`src/rtl/wdt_pkg.sv`:
```
// Shared types and constants for the watchdog escalation controller.
package wdt_pkg;

  localparam int unsigned CNT_W_DEF = 10;
  localparam int unsigned N_SRC_DEF = 4;

  // Thresholds of zero are treated as this value so a stage always lasts a tick.
  localparam int unsigned THR_MIN = 1;

  typedef enum logic [1:0] {
    ST_DISABLED = 2'd0,
    ST_ARMED    = 2'd1,
    ST_WARN     = 2'd2,
    ST_BITE     = 2'd3
  } wdt_state_e;

endpackage

```
`src/rtl/wdt_kick_collector.sv`:
```
// Accumulates masked heartbeats and flags a service once every required source kicked.
module wdt_kick_collector
  import wdt_pkg::*;
#(
  parameter int unsigned N_SRC = N_SRC_DEF
) (
  input  logic             clk,
  input  logic             rst,
  input  logic             clear,
  input  logic             capture,
  input  logic [N_SRC-1:0] src_mask,
  input  logic [N_SRC-1:0] kick,
  output logic             service
);

  logic [N_SRC-1:0] pending_q, pending_d;
  logic [N_SRC-1:0] mask_q, mask_d;
  logic [N_SRC-1:0] pending_nxt;

  // Service detect; kicks in the service cycle are consumed with the clear.
  always_comb begin
    pending_nxt = pending_q | (kick & mask_q);
    service     = (mask_q != '0) && ((pending_nxt & mask_q) == mask_q);
    mask_d      = mask_q;
    pending_d   = pending_nxt;
    if (capture) begin
      mask_d    = src_mask;
      pending_d = '0;
    end else if (clear || service) begin
      pending_d = '0;
    end
  end

  // Pending and mask shadow registers.
  always_ff @(posedge clk) begin
    if (rst) begin
      pending_q <= '0;
      mask_q    <= '0;
    end else begin
      pending_q <= pending_d;
      mask_q    <= mask_d;
    end
  end

endmodule

```
`src/rtl/wdt_escalation_ctrl.sv`:
```
// Watchdog sequencer: service window, warning stage, then latched bite.
module wdt_escalation_ctrl
  import wdt_pkg::*;
#(
  parameter int unsigned CNT_W = CNT_W_DEF,
  parameter int unsigned N_SRC = N_SRC_DEF
) (
  input  logic             clk,
  input  logic             rst,
  input  logic             tick,
  input  logic             enable,
  input  logic             lock_set,
  input  logic [N_SRC-1:0] src_mask,
  input  logic [N_SRC-1:0] kick,
  input  logic [CNT_W-1:0] timeout_ticks,
  input  logic [CNT_W-1:0] warn_ticks,
  input  logic [CNT_W-1:0] window_min,
  output logic [1:0]       state,
  output logic [CNT_W-1:0] count,
  output logic             warn_irq,
  output logic             bite,
  output logic             early_err,
  output logic             locked
);

  wdt_state_e       state_q, state_d;
  logic [CNT_W-1:0] count_q, count_d;
  logic [CNT_W-1:0] to_q, to_d, wn_q, wn_d, win_q, win_d;
  logic             early_q, early_d;
  logic             locked_q, locked_d;
  logic [CNT_W-1:0] inc, thr_to, thr_wn;
  logic             service, clear, capture, disable_req;

  // Thresholds clamped to at least one tick; increment saturates.
  assign thr_to      = (to_q == '0) ? CNT_W'(THR_MIN) : to_q;
  assign thr_wn      = (wn_q == '0) ? CNT_W'(THR_MIN) : wn_q;
  assign inc         = (count_q == '1) ? count_q : count_q + CNT_W'(1);
  assign disable_req = !enable && !locked_q;
  assign capture     = (state_q == ST_DISABLED) && enable;
  assign clear       = (state_q == ST_DISABLED) || (state_q == ST_BITE) || disable_req;

  wdt_kick_collector #(.N_SRC(N_SRC)) u_collector (
    .clk      (clk),
    .rst      (rst),
    .clear    (clear),
    .capture  (capture),
    .src_mask (src_mask),
    .kick     (kick),
    .service  (service)
  );

  // Next-state, counter, shadow and lock logic.
  always_comb begin
    state_d  = state_q;
    count_d  = count_q;
    to_d     = to_q;
    wn_d     = wn_q;
    win_d    = win_q;
    early_d  = early_q;
    locked_d = locked_q | (lock_set && (state_q != ST_BITE));
    case (state_q)
      ST_DISABLED: begin
        count_d = '0;
        if (enable) begin
          state_d = ST_ARMED;
          to_d    = timeout_ticks;
          wn_d    = warn_ticks;
          win_d   = window_min;
        end
      end
      ST_ARMED: begin
        if (disable_req) begin
          state_d = ST_DISABLED;
          count_d = '0;
        end else if (service) begin
          if (count_q >= win_q) begin
            count_d = '0;
          end else begin
            early_d = 1'b1;
            state_d = ST_BITE;
          end
        end else if (tick) begin
          if (inc == thr_to) begin
            state_d = ST_WARN;
            count_d = '0;
          end else begin
            count_d = inc;
          end
        end
      end
      ST_WARN: begin
        if (disable_req) begin
          state_d = ST_DISABLED;
          count_d = '0;
        end else if (service) begin
          state_d = ST_ARMED;
          count_d = '0;
        end else if (tick) begin
          count_d = inc;
          if (inc == thr_wn) begin
            state_d = ST_BITE;
          end
        end
      end
      default: ;
    endcase
  end

  // State and datapath registers.
  always_ff @(posedge clk) begin
    if (rst) begin
      state_q  <= ST_DISABLED;
      count_q  <= '0;
      to_q     <= '0;
      wn_q     <= '0;
      win_q    <= '0;
      early_q  <= 1'b0;
      locked_q <= 1'b0;
    end else begin
      state_q  <= state_d;
      count_q  <= count_d;
      to_q     <= to_d;
      wn_q     <= wn_d;
      win_q    <= win_d;
      early_q  <= early_d;
      locked_q <= locked_d;
    end
  end

  assign state     = state_q;
  assign count     = count_q;
  assign warn_irq  = (state_q == ST_WARN);
  assign bite      = (state_q == ST_BITE);
  assign early_err = early_q;
  assign locked    = locked_q;

endmodule

```
`config.mk`:
```
export PLATFORM = sky130hd
export DESIGN_NAME = wdt_escalation_ctrl
export DESIGN_NICKNAME = d
export VERILOG_FILES = /design/src/rtl/wdt_pkg.sv /design/src/rtl/wdt_kick_collector.sv /design/src/rtl/wdt_escalation_ctrl.sv
export SDC_FILE = /design/constraint.sdc
export NUM_CORES = 1
export LEC_CHECK = 0
export CORE_MARGIN = 5
export CORE_UTILIZATION = 48
export DETAILED_ROUTE_END_ITERATION = 16
export GPL_TIMING_DRIVEN = 1
export PLACE_DENSITY = 0.74
export REMOVE_ABC_BUFFERS = 1
export SLEW_MARGIN = 20
export SYNTH_ARGS = -nofsm -noshare
export SYNTH_HDL_FRONTEND = slang
export SYNTH_SLANG_ARGS = --single-unit
```
`constraint.sdc`:
```
create_clock -name clk -period 3.3 [get_ports clk]
set_input_delay 0.495 -clock clk [delete_from_list [all_inputs] [get_ports clk]]
set_output_delay 0.495 -clock clk [all_outputs]
set_load 0.05 [all_outputs]
```
==> impl_metrics.csv <==
group,metric,value,unit
drt,drt_pass1_iterations,5,
drt,wl,8.79,mm
timing,drv_slew,0,
synth,syn_inst,412,
clocking,cts_buffers,5,
timing,tightest_slew,0.600,ns
synth,synth-seq-cells,52,
floorplanning,dieArea,0.00825,sq mm
clocking,cts_tree,"built",
synth,yosys_warnings,0,
min_path,hold_class,"reg -> reg",
layout,final_cell_area,0.00395,sq mm
power_and_ir_drop,p_total,2.03,mW
power_and_ir_drop,max-vdd-ir-drop,0.269,mV
timing,rsz0062_at_grt,"no",
clocking,cts.reportedPaths.clkPinSlew,0.10,ns
synth,synthFlopType,"dfxtp_1",
global_route,grt_first_pass_wirelength,14.5,mm
layout,nNetsFinal,526,
floorplanning,rows,29,
setup_path,cp.arrival,3.24,ns
layout,drive_gt1_frac,0.0684,
min_path,holdPathStages,2,
timing,max_freq,329,MHz
timing,min_period,3.04,ns
timing,hold_violations,0,
synth,avgSynthCellArea,7.61,sq um
setup_path,r2r_cells,10,
setup_path,path_cells,"ha_1 > nand4_2 > nor3_4 > nand2_1 > mux4_2 > nor4_2 > a31oi_1 > buf_4 > a211oi_2 > nor3_1",
floorplanning,start_util,0.494,
power_and_ir_drop,p_per_area,513,mW/mm^2
clocking,cts_resized,0,
synth,synth.area.top_cells,"dfxtp_1 33%, nand2_1 9.9%, a21oi_1 8.9%, ha_1 6.0%, nor2_1 2.8%",
floorplanning,die_x,90.8,um
synth,yosys.area.top_type,"dfxtp_1",
clocking,post_cts_buffers,0,
power_and_ir_drop,leakage,1.46,nW
global_route,gr-total-overflow,0,
flow_run,maxCapViolCount,0,
timing,fin_crit_sh,0.922,
floorplanning,core_area,0.00635,sq mm
clocking,htreeDepth,2,
timing,skew,0.00678,ns
drt,wl_per_cell,16.1,um
synth,post-synth-top-area-fraction,0.332,
clocking,cts.sinks,52,
floorplanning,pin_count,59,
synth,synth.distinct_cells,56,
place,port_buffers,58,
min_path,worstHoldStart,"win_q[2]",
synth,synth_edf_count,0,
clocking,clk_latency,0.31,ns
timing,finalSetupViolations,0,
clocking,postCtsHoldBufs,0,
drt,drc_errors,0,
synth,seq_area_frac_synth,0.332,
timing,finalSetupTns,0,ns
run_status,status,"completed",
setup_path,cp.required,3.50,ns
synth,synth.most_common_cell,"nand2_1",
layout,areaGrowthSynthToFinish,25.9,%
setup_path,criticalPathCategory,"reg -> reg",
drt,drt_iter0_markers,407,
synth,async_flop_share,0,
setup_path,worstPathMaxFanout,12,
setup_path,end_kind,"register",
place,place_area,0.00381,sq mm
synth,synth_area,0.00314,sq mm
drt,viasPerCell,5.97,
synth,synth_common_cells,"83 x nand2_1, 56 x a21oi_1, 52 x dfxtp_1",
setup_path,worstSetupStartpointType,"register",
drt,drtAntennaViolNets,0,
global_route,grt_max_degree,35,
clocking,cts_buffer_depth,2,
setup_path,cpMaxStageDelayCell,"dfxtp_1",
drt,via_count,3253,
clocking,clockRootBuffer,"clkbuf_8",
global_route,grt_pass1_vias,2977,
timing,slew_headroom,0.600,
global_route,grtUsageTotal,0.210,
global_route,antenna_found_initial,0,
layout,diodes,0,
place,routabilityCongestion,0.951,
setup_path,timing.rr.start,"count[1]",
floorplanning,die_h,90.8,um
setup_path,slowest_delay,0.52,ns
place,dp_hpwl,6.43,mm
setup_path,startpoint,"count[1]",
## metrics by stage
stage	hold WS [ns]	utilization	worst slack, ns	cells
2_1_floorplan	0.430	-	0.0584	388
3_3_place_gp	0.445	0.601	0.419	538
3_5_place_dp	0.447	0.601	0.298	538
4_1_cts	0.460	0.621	0.242	545
5_1_grt	0.481	0.622	0.0228	545
6_report	0.462	0.622	0.256	545
## registers in the layout (all words and copies together), names as in the netlist
signal	cells
count	10
to_q	10
win_q	10
wn_q	10
u_collector.mask_q	4
u_collector.pending_q	4
state	2
early_err	1
locked	1
## report_power, final
part	total, mW	switching [mW]	leakage (nW)	internal (mW)
Clock	0.512	0.213	0.0642	0.299
Combinational	0.737	0.426	0.970	0.310
Sequential	0.777	0.0739	0.425	0.703
## critical path: cells and delay by family, from the launching register on
family	cells	cell delay (ns)
AND/OR/NAND/NOR	5	1.10
flip-flops	1	0.52
multiplexers	1	0.49
AO/OA/AOI/OAI	2	0.35
adder cells (fa/ha/maj)	1	0.25
buffers and inverters	1	0.21
## area by class of cell
cell class,count,area [sq um]
timing repair buffer,73,693
clock inverter,2,60.1
sequential,52,1040
inverter,16,60.1
multi-input combinational,320,1930
fill,611,2400
tap,77,96.3
clock buffer,5,68.8
## layout by cell type, fill, tap and decap left out, drive strengths merged, types with 3 or more instances in the layout
cell            n
clkbuf          5
and4            6
a211oi          8
and3            5
or3             4
nand2          83
a31oi          11
a21oi          56
buf            15
nor2           23
nand4           6
xor2            4
inv            16
nor2b           4
nand3           9
clkdlybuf4s50  58
nand2b          7
o21ai          20
dfxtp          52
and2            3
mux2i           4
nand4b          5
a21o            3
nor3            7
ha             15
xnor2           4
nor4            5
## layer usage
| metal | global-route usage | routed length [um] | vias up |
|---|---|---|---|
| met2 | 0.349 | 4110 | 164 |
| met4 | 0.0562 | 159 | 0 |
| li1 | - | - | 1583 |
| met1 | 0.288 | 3740 | 1489 |
| met5 | 0 | 0 | - |
| met3 | 0.0258 | 780 | 17 |
## path summary, 6_finish.rpt
| kind | end | slack, ns |
|---|---|---|
| setup / recovery | count[3] | 0.26 |
| hold / removal | win_q[2] | 0.46 |
| setup reg to reg | count[3] | 0.26 |
| hold reg to reg | win_q[2] | 0.46 |
## cells by family after synthesis
group,share of synthesized area
simple gates,0.272
mux,0.0235
buf+inv,0.0547
xor+xnor,0.0223
compound gates,0.236
flops,0.332
fa+ha+maj,0.0599
No activity file was read; power rests on OpenSTA's default activity.
